File: config.mk
export PLATFORM = sky130hd
export DESIGN_NAME = uart_rx_ctrl
export DESIGN_NICKNAME = d
export VERILOG_FILES = /design/src/rtl/uart_rx_ctrl.sv
export SDC_FILE = /design/constraint.sdc
export NUM_CORES = 1
export LEC_CHECK = 0
export BUFFER_PORTS_ARGS = -buffer_cell sky130_fd_sc_hd__buf_2
export CORE_AREA = 2 2 70 72
export CTS_CLUSTER_DIAMETER = 50
export DETAILED_ROUTE_END_ITERATION = 6
export DIE_AREA = 0 0 72 74
export PLACE_DENSITY = 0.51
export RECOVER_POWER = 50
export SETUP_SLACK_MARGIN = 0.1
export SYNTH_ARGS = -nofsm -noshare
export SYNTH_HDL_FRONTEND = slang
export SYNTH_SLANG_ARGS = --single-unit
File: constraint.sdc
create_clock -name clk -period 3.9 [get_ports clk]
set_input_delay 0.39 -clock clk [delete_from_list [all_inputs] [get_ports clk]]
set_output_delay 0.39 -clock clk [all_outputs]
set_load 0.05 [all_outputs]
File: src/rtl/uart_rx_ctrl.sv
// uart_rx_ctrl: oversampled UART receiver with majority-vote sampling and parity/stop checking.
// Parity support (PARITY state, par_en/par_typ latches) is built only when UART_RX_PARITY_EN is defined.
module uart_rx_ctrl #(
    parameter int DATA_WIDTH = 8,
    parameter int PRESCALE   = 8
) (
    input  logic                  clk,
    input  logic                  reset,
    input  logic                  rx_in,
    input  logic                  par_en,
    input  logic                  par_typ,
    output logic [DATA_WIDTH-1:0] p_data,
    output logic                  data_valid,
    output logic                  par_err,
    output logic                  stop_err,
    output logic                  busy
);
    localparam int EW = $clog2(PRESCALE);
    localparam int BW = $clog2(DATA_WIDTH);
    localparam logic [EW-1:0] LAST  = EW'(PRESCALE - 1);
    localparam logic [EW-1:0] MID_M = EW'(PRESCALE / 2 - 1);
    localparam logic [EW-1:0] MID   = EW'(PRESCALE / 2);
    localparam logic [EW-1:0] MID_P = EW'(PRESCALE / 2 + 1);
    localparam logic [BW-1:0] BLAST = BW'(DATA_WIDTH - 1);

    typedef enum logic [2:0] {IDLE, START, DATA, PARITY, STOP} state_t;

    state_t                state, next_state;
    logic                  rx_q, rx_s;
    logic [EW-1:0]         edge_cnt;
    logic [BW-1:0]         bit_cnt;
    logic                  s_a, s_b, sample_q, vote, sample, bit_end, start;
    logic [DATA_WIDTH-1:0] shift_reg;
    logic                  perr, par_en_l, par_typ_l;

    always_ff @(posedge clk or negedge reset) begin
        if (!reset) begin
            rx_q  <= 1'b1;
            rx_s  <= 1'b1;
            state <= IDLE;
        end else begin
            rx_q  <= rx_in;
            rx_s  <= rx_q;
            state <= next_state;
        end
    end

    // The vote is bypassed when M+1 coincides with the bit end (PRESCALE == 4).
    always_comb begin
        bit_end    = edge_cnt == LAST;
        vote       = (s_a & s_b) | (s_a & rx_s) | (s_b & rx_s);
        sample     = (edge_cnt == MID_P) ? vote : sample_q;
        next_state = state;
        case (state)
            IDLE:    next_state = rx_s ? IDLE : START;
            START:   next_state = !bit_end ? START : (sample ? IDLE : DATA);
            DATA:    next_state = (bit_end && bit_cnt == BLAST) ? (par_en_l ? PARITY : STOP) : DATA;
            PARITY:  next_state = bit_end ? STOP : PARITY;
            STOP:    next_state = !bit_end ? STOP : (rx_s ? IDLE : START);
            default: next_state = IDLE;
        endcase
        start = next_state == START && state != START;
        busy  = state != IDLE;
    end

`ifdef UART_RX_PARITY_EN
    always_ff @(posedge clk or negedge reset) begin
        if (!reset) begin
            par_en_l  <= 1'b0;
            par_typ_l <= 1'b0;
        end else if (start) begin
            par_en_l  <= par_en;
            par_typ_l <= par_typ;
        end
    end
`else
    logic unused_par;
    assign par_en_l   = 1'b0;
    assign par_typ_l  = 1'b0;
    assign unused_par = par_en ^ par_typ;
`endif

    always_ff @(posedge clk or negedge reset) begin
        if (!reset) begin
            edge_cnt   <= '0;
            bit_cnt    <= '0;
            s_a        <= 1'b1;
            s_b        <= 1'b1;
            sample_q   <= 1'b1;
            shift_reg  <= '0;
            perr       <= 1'b0;
            p_data     <= '0;
            data_valid <= 1'b0;
            par_err    <= 1'b0;
            stop_err   <= 1'b0;
        end else begin
            data_valid <= 1'b0;
            par_err    <= 1'b0;
            stop_err   <= 1'b0;
            edge_cnt   <= (start || state == IDLE || bit_end) ? '0 : edge_cnt + 1'b1;
            if (edge_cnt == MID_M) s_a <= rx_s;
            if (edge_cnt == MID) s_b <= rx_s;
            if (edge_cnt == MID_P) sample_q <= vote;
            if (state == START) bit_cnt <= '0;
            else if (state == DATA && bit_end) bit_cnt <= bit_cnt + 1'b1;
            if (state == DATA && bit_end) shift_reg <= {sample, shift_reg[DATA_WIDTH-1:1]};
            if (start) perr <= 1'b0;
            else if (state == PARITY && bit_end) perr <= sample != (^shift_reg ^ par_typ_l);
            if (state == STOP && bit_end) begin
                par_err    <= perr;
                stop_err   <= !sample;
                data_valid <= !perr && sample;
                if (!perr && sample) p_data <= shift_reg;
            end
        end
    end
endmodule
==> metrics.txt, run 1 <==
status=complete, but fails checks; violated checks=capacitance limit, slew limit; Final ANT Viol Nets=0; RePlAce Congestion=roughly 0.7; Post-Syn Instances=around 120; DR pass1 iterations=4; Setup CP Type=reg -> reg; P per Cell Area=roughly 560 mW/mm^2; worst-path fanout max=9; die height=around 74 um; placed cells=~190; CTS tree=done; syn_nets=roughly 140; H-tree depth=2; Hold Path Class=in -> reg; setup repair bufs after CTS=0; Worst Max-Slew Pin Slew=around 1.8 ns; CORE AREA=approximately 0.0046 sq mm; Buf/Inv on CP=1; Clk Latency, worst-skew pair=between 0.2 and 0.3 ns; WL/cell=~13 um; CTS Sinks=34; DRT iter0 DRCs=45; fillers=455; crit end category=flop; Via density=roughly 4.7; vias in the first global route=approximately 930; design area=about 0.0018 sq mm; max cap viols=1; post-layout min period=around 2.7 ns; clk root buf=clkbuf_8; crit-path max cell delay=roughly 0.6 ns; Layout Cells excl Fill=~200; post-cts resize count=0; initial antenna violation count=0; endpoints failing hold=0; Post-synth EDFFs=0; Max IR drop VDD=between 0.00015 and 0.0002 V; final slew viol count=35; worst-path cell chain=ha_1, ha_1, inv_4, or4_4, or3_1, mux2_4; Main synth FF type=dfrtp_1; synth warn=0; Num CTS Buffers=5; Most common cell on crit path=ha_1; Die Wd=a little over 70 um; Final HPWL DP=1670 um; relative slew slack=-0.222; hold_buf cts=0; largest delay contributor family on the critical path=simple AND/OR/NAND/NOR gates; largest net degree at the start of global routing=35; Core Rows=25; post-synthesis sequential area ratio=0.552; clock buffer depth=2; Worst-path clk slew=approximately 0.07 ns; die area=between 0.005 and 0.006 sq mm; Achievable Freq=about 370 MHz; placed instance area=between 0.0015 and 0.002 sq mm; WP data arrival=about 2.9 ns; nets=between 150 and 200; drt total wl=2560 um; GRT Total Usage=0.111; IO Port Bufs=14; crit path launch type=flop; RSZ-0062 raised after global routing=no; CP max-delay cell=or3_1; multi-input combinational cell area=roughly 630 sq um; Clock Skew=about 0.010 ns; synthesized area per cell=roughly 13 sq um; # DRC=0; layout cells sized above 1=0.348; Req. time, crit path=4.06 ns; Initial Utilization=0.338; Antenna Cells=0; Netlist cell types=28; LEAKAGE=0.877 nW; Layout area overhead=12.8%; Async SR Flop Fraction=1.00; Reg area=about 860 sq um; # IOs=17; first-pass GRT wire length=approximately 4400 um; synthesized flop and latch total=34; total grt overflow=0; Final setup viols=0; via count=921; synthesized area=between 0.0015 and 0.002 sq mm; Setup TNS=0 ns; final period utilization=0.687
-- power breakdown --
group | switching, mW | total, mW | leakage, nW | internal [mW]
registers | 0.0688 | 0.490 | 0.445 | 0.421
logic | 0.123 | 0.220 | 0.385 | 0.0973
clock network | 0.126 | 0.267 | 0.0472 | 0.142
-- through the flow --
stage | util | hold WS, ns | power [mW] | setup slack, ns
floorplan | - | 0.0944 | 0.666 | 1.64
global placement | 0.361 | 0.351 | 0.711 | 1.24
global route | 0.381 | 0.195 | 1.05 | 1.08
finish | 0.381 | 0.208 | 0.977 | 1.22
CTS | 0.382 | 0.200 | 0.993 | 1.20
detailed placement | 0.361 | 0.348 | 0.720 | 1.22
-- cell usage in the layout (no fill, tap or decap), types with 2 or more instances in the layout --
| cell | synthesis | routed |
|---|---|---|
| and3_2 | 3 | 3 |
| nor2_1 | 8 | 8 |
| ha_1 | 7 | 7 |
| o21ai_0 | 3 | 3 |
| nand2_1 | 6 | 6 |
| buf_2 | 0 | 11 |
| dfstp_2 | 5 | 5 |
| nor2b_1 | 2 | 2 |
| xnor2_1 | 7 | 7 |
| o21ai_1 | 4 | 4 |
| inv_1 | 6 | 6 |
| mux2_2 | 10 | 10 |
| mux2_4 | 8 | 8 |
| nor3_1 | 4 | 4 |
| clkbuf_1 | 2 | 3 |
| a32oi_1 | 2 | 2 |
| dfrtp_1 | 29 | 29 |
| a21oi_1 | 4 | 4 |
| clkbuf_8 | 0 | 6 |
| inv_2 | 2 | 2 |
-- metal layers --
| layer | global-route usage | share of wire |
|---|---|---|
| met1 | 0.146 | 0.50 |
| met2 | 0.163 | 0.44 |
| met3 | 0.0285 | 0.034 |
| met4 | 0.0755 | 0.027 |
| met5 | 0 | 0 |
-- worst paths after layout --
| kind | end | slack [ns] | cells after the start | startpoint |
|---|---|---|---|---|
| hold / removal | rx_q | 0.21 | 1 | rx_in |
| setup reg to reg | p_data[6] | 1.22 | 6 | edge_cnt[0] |
| min in group asynchronous | edge_cnt[0] | 0.60 | 1 | reset |
| hold reg to reg | rx_s | 0.36 | 0 | rx_q |
| max in group asynchronous | p_data[7] | 2.24 | 1 | reset |
| setup / recovery | p_data[6] | 1.22 | 6 | edge_cnt[0] |
-- cells in the mapped netlist (3+ instances only) --
library cell  instances  area, sq um
dfrtp_1              29          726
dfstp_2               5          131
o21ai_0               3         15.0
mux2_2               10          113
ha_1                  7         87.6
mux2_4                8          120
o21ai_1               4         20.0
xnor2_1               7         61.3
nor2_1                8         30.0
nor3_1                4         20.0
and3_2                3         22.5
a21oi_1               4         20.0
nand2_1               6         22.5
inv_1                 6         22.5
-- kinds of logic (layout without fill, tap and decap cells) --
| logic type | Yosys count | count (layout) | share of synthesized area |
|---|---|---|---|
| AND/OR/NAND/NOR | 26 | 26 | 0.0838 |
| adder cells (fa/ha/maj) | 8 | 8 | 0.0629 |
| buffers and inverters | 13 | 31 | 0.0427 |
| flip-flops | 34 | 34 | 0.552 |
| XOR/XNOR | 8 | 8 | 0.0451 |
| multiplexers | 19 | 19 | 0.156 |
| AO/OA/AOI/OAI | 15 | 15 | 0.0572 |
-- worst register-to-register path: cells and delay by family, from the launching register on --
family        cells  cell delay, ns
simple gates      2            1.14
fa+ha+maj         2            0.56
mux               1            0.39
buf+inv           1            0.08
flops             1            0.39
-- area by class of cell --
cell class | count | area share
multi-input cells | 76 | 0.359
repair buffers | 14 | 0.0379
clock inverters | 2 | 0.00714
clock buffers | 6 | 0.0471
well taps | 54 | 0.0386
inverters | 9 | 0.0207
flip-flops and latches | 34 | 0.489
(Power assumes the default switching activity.)
==> run 2, diff against run 1 <==
clock period = 2.8 ns   (was 3.9 ns; I/O delays follow)
==> run 2 against run 1 <==
  * Core utilization grew 0.35 points
  * Clock-buffer cell count grew 1
  * Register-to-register slack lost 0.76 ns
  * Combinational power grew 41%
  * Routed wire length shrank 1.4%
  * Total power grew 39%
  * Maximum frequency grew 15%
  * Via count grew 0.65%
  * Largest power group unchanged
  * The flow still finishes with violations (capacitance limit, slew limit)
  * Critical path depth grew 1
  * Final cell count grew 1.5%
==> metrics.txt, run 2 (synthesis gave the netlist of run 1 again) <==
status=complete, but fails checks; violated checks=capacitance limit, slew limit; setup repair bufs after CTS=0; pre-CTS setup slack=0.458 ns; GRT Total Usage=0.112; RSZ-0062 raised after global routing=no; IO Port Bufs=14; die area=approximately 0.0053 sq mm; via count=slightly above 900; Setup TNS=0 ns; CP max-delay cell=or4_4; most common cell after layout, fill and taps aside=dfrtp_1; Worst Max-Slew Pin Slew=roughly 1.8 ns; Worst-path clk slew=~0.07 ns; Num CTS Buffers=5; # IOs=17; final slew viol count=35; total power=approximately 1.4 mW; Final ANT Viol Nets=0; Achievable Freq=~430 MHz; die height=roughly 74 um; Buf/Inv on CP=2; Via density=about 4.7; worst-path fanout max=9; layout cells sized above 1=0.340; Clock Skew=approximately 0.0058 ns; Setup CP Type=reg -> reg; RR Endpoint=p_data[1]; DR pass1 iterations=4; clk root buf=clkbuf_8; Req. time, crit path=approximately 3 ns; final period utilization=0.836; relative slew slack=-0.197; Clk Latency, worst-skew pair=0.28 ns; flop2flop setup slack=~0.46 ns; max cap viols=1; crit-path max cell delay=roughly 0.54 ns; worst-path cell chain=ha_1, ha_1, inv_4, or4_4, or3_1, buf_4, mux2_4; CORE AREA=about 0.0046 sq mm; crit end category=flop; initial antenna violation count=0; endpoints failing hold=0; CTS Sinks=34; Hold Path Class=in -> reg; Max IR drop VDD=about 0.00026 V; post-cts resize count=0; Initial Utilization=0.338; most frequent cells in the layout=dfrtp_1, mux2_2, buf_2; WL/cell=around 13 um; CTS tree=done; drt total wl=~2500 um; largest net degree at the start of global routing=35; Final WS setup=roughly 0.46 ns; r2r startpoint=edge_cnt[0]; Antenna Cells=0; RePlAce Congestion=0.697; Final HPWL DP=1750 um; vias in the first global route=roughly 950; Min-Delay Startpoint=rx_in; Critical Path Sink=p_data[1]; Layout area overhead=13.9%; DRT iter0 DRCs=50; post-layout min period=2.34 ns; Core Rows=25; nets=roughly 160; cell depth of the worst flop-to-flop path=7; # DRC=0; crit path launch type=flop; largest delay contributor family on the critical path=simple AND/OR/NAND/NOR gates; H-tree depth=2; hold_buf cts=0; critical path startpoint=edge_cnt[0]; clock buffer depth=2; Most common cell on crit path=ha_1; LEAKAGE=slightly below 0.9 nW; P per Cell Area=approximately 770 mW/mm^2; Final setup viols=0; total grt overflow=0; WP depth=7; WP data arrival=approximately 2.5 ns; Die Wd=72 um; first-pass GRT wire length=4400 um
[run 2: worst min path at each step]
stage	endpoint	slack, ns	cells past startpoint
final	rx_q	0.10	1
after global routing	rx_q	0.09	1
after CTS	edge_cnt[0]	0.1	1
after detailed placement	rx_s	0.35	0
after global placement	rx_s	0.35	0
after floorplan	bit_cnt[0]	-0.02	0
[run 2: power by group]
| part | internal [mW] | leakage [nW] | total (mW) | switching (mW) |
|---|---|---|---|---|
| logic | 0.139 | 0.391 | 0.310 | 0.171 |
| clock network | 0.198 | 0.0482 | 0.364 | 0.165 |
| registers | 0.586 | 0.445 | 0.682 | 0.0955 |
| total | 0.923 | 0.884 | 1.36 | 0.432 |
[run 2: per-layer routing]
metal | GRT usage | part of all wire
met5 | 0 | 0
met4 | 0.0692 | 0.023
met3 | 0.0366 | 0.041
met2 | 0.172 | 0.46
met1 | 0.137 | 0.48
[run 2: final cells by class]
type	instances	area [sq um]
Fill cell	459	2830
Sequential cell	34	857
Multi-Input combinational cell	76	629
Clock buffer	7	86.3
Timing Repair Buffer	17	86.3
Tap cell	54	67.6
Inverter	9	36.3
Clock inverter	1	5.00
[run 2: per-stage QoR]
step,area [sq um],std cells,hold WS (ns),utilization
after floorplan,1550,123,-0.0156,-
after global placement,1680,190,0.351,0.366
after detailed placement,1680,190,0.347,0.366
after CTS,1770,198,0.0971,0.386
after global routing,1770,198,0.0914,0.384
final,1770,198,0.103,0.384
==> run 3, diff against run 2 <==
ABC_AREA = 1   (was not set)
CORE_AREA = 2 2 72 74   (was 2 2 70 72)
DIE_AREA = 0 0 74 76   (was 0 0 72 74)
clock period = 2.23 ns   (was 2.8 ns; I/O delays follow)
==> run 3 against run 2 <==
  * Critical path depth is the same
  * Register-to-register slack gained 0.09 ns
  * Global-route usage is essentially flat
  * The flow still finishes with violations (capacitance limit, slew limit)
  * Final area grew 6.1%
  * Largest cell class unchanged
  * Critical path type unchanged
  * Total power grew 29%
==> metrics.txt, run 3 <==
status=complete, but fails checks; violated checks=capacitance limit, slew limit; setup repair bufs after CTS=0; Post-synth EDFFs=0; Post-Syn Instances=184; hold_buf cts=0; WP data arrival=about 1.9 ns; drt total wl=about 2700 um; Synth Area in Compound Gates=0.112; Clk Latency, worst-skew pair=roughly 0.28 ns; H-tree depth=2; Layout area overhead=13.9%; Setup CP Type=reg -> reg; synthesized area per cell=8.95 sq um; Antenna Cells=0; largest family of logic cells by synthesized area=simple AND/OR/NAND/NOR gates; endpoints failing hold=0; GR Layer Usage met3=0.0238; most common cell after layout, fill and taps aside=nand2_1; leading area contributor after synthesis=dfrtp_1; final slew viol count=35; Num CTS Buffers=5; clock buffer depth=2; Req. time, crit path=2.44 ns; Synth area leaders=dfrtp_1, nand2_1, dfstp_2, inv_1, ha_1; RSZ-0062 raised after global routing=no; synthesized area=0.00165 sq mm; total grt overflow=0; met2 Use GR=0.163; Hold Path Class=in -> reg; largest net degree at the start of global routing=35; Setup TNS=0 ns; # DRC=0; Synth top cells by count=nand2_1, dfrtp_1, inv_1; DR pass1 iterations=4; via count=1152; synthesized flop and latch total=34; Netlist cell types=25; clk root buf=clkbuf_8; max cap viols=1; worst-path fanout max=17; Clock Skew=0.00601 ns; Worst Max-Slew Pin Slew=between 1.5 and 2 ns; crit path launch type=flop; Final setup viols=0; crit end category=flop; Main synth FF type=dfrtp_1; vias in the first global route=about 1100; layout cells sized above 1=0.195; mux cell area share after synthesis=0; post-synthesis sequential area ratio=0.521; design area=0.00188 sq mm; CORE AREA=between 0.004 and 0.005 sq mm; Async SR Flop Fraction=1.00; Die Wd=approximately 74 um; pre-CTS setup slack=between 0.5 and 0.6 ns; final period utilization=0.754; RePlAce Congestion=~0.75; met1 usage=0.151; Core Rows=26; # IOs=17; Final HPWL DP=1950 um; CTS tree=done; post-layout min period=roughly 1.7 ns; most frequent cells in the layout=nand2_1, dfrtp_1, inv_1; area share of fa/ha/maj cells after synthesis=0.0532; relative slew slack=-0.208; DRT iter0 DRCs=64; Final WS setup=~0.55 ns; post-cts resize count=0; CTS Sinks=34; Max IR drop VDD=around 0.00025 V; xor and xnor area share after synthesis=0; nets=around 220; placed instance area=around 0.0018 sq mm; Yosys top cell area share=0.441; Most Crowded Layer GR=met2; Post-Synth Simple-Gate Area=0.239; WL/cell=approximately 10 um; Worst-path clk slew=about 0.07 ns; Initial Utilization=0.335; initial antenna violation count=0; first-pass GRT wire length=about 5000 um; die area=approximately 0.0056 sq mm; WHS=between 0.03 and 0.04 ns; IO Port Bufs=14; synth warn=0; LEAKAGE=0.958 nW; GRT Total Usage=0.112; P per Cell Area=935 mW/mm^2; die height=between 70 and 80 um; Via density=around 4.2; Final ANT Viol Nets=0; most common cell in the netlist=nand2_1; Achievable Freq=roughly 590 MHz; syn_nets=between 150 and 200
[run 3: final timing paths]
| check | startpoint | to | slack [ns] | cells after the start |
|---|---|---|---|---|
| setup / recovery | edge_cnt[0] | bit_cnt[0] | 0.55 | 7 |
| hold / removal | rx_in | rx_q | 0.04 | 1 |
| setup reg to reg | edge_cnt[0] | bit_cnt[0] | 0.55 | 7 |
| hold reg to reg | rx_q | rx_s | 0.36 | 0 |
| max in group asynchronous | reset | bit_cnt[1] | 0.76 | 1 |
| min in group asynchronous | reset | p_data[1] | 0.42 | 1 |
[run 3: cell families after synthesis]
logic type,Yosys count
AOI/OAI and AO/OA,26
adders and majority gates,7
buffers and inverters,28
DFF,34
and+or+nand+nor,89
[run 3: power breakdown]
| group | switching, mW | leakage, nW | internal [mW] | total (mW) |
|---|---|---|---|---|
| combinational | 0.312 | 0.462 | 0.169 | 0.481 |
| sequential | 0.0769 | 0.448 | 0.733 | 0.810 |
| clock | 0.215 | 0.0482 | 0.249 | 0.464 |
| total | 0.604 | 0.958 | 1.15 | 1.75 |
[run 3: layer usage]
| metal | vias to the layer above | share of wire | wire length, um |
|---|---|---|---|
| met5 | - | 0 | 0 |
| met4 | 0 | 0.027 | 75 |
| met3 | 6 | 0.019 | 53 |
| met2 | 15 | 0.44 | 1210 |
| met1 | 517 | 0.51 | 1410 |
| li1 | 614 | - | - |
[run 3: worst max-delay path: stages (launching register included)]
cell	delay, ns
dfrtp_1	0.40
ha_1	0.20
ha_1	0.33
inv_1	0.17
nor2_4	0.13
buf_4	0.21
nor2_1	0.06
a21oi_1	0.11
[run 3: cell type report]
type | instances | area [sq um]
clock inverters | 1 | 5.00
clock buffers | 7 | 86.3
repair buffers | 15 | 72.6
well taps | 70 | 87.6
inverters | 26 | 100
fillers | 503 | 3040
flip-flops and latches | 34 | 857
multi-input cells | 122 | 667
[run 3: stage by stage]
stage,utilization,total power [mW],std cells
2_1_floorplan,-,1.20,184
3_3_place_gp,0.364,1.30,267
3_5_place_dp,0.364,1.31,267
4_1_cts,0.383,1.79,275
5_1_grt,0.382,1.90,275
6_report,0.382,1.75,275
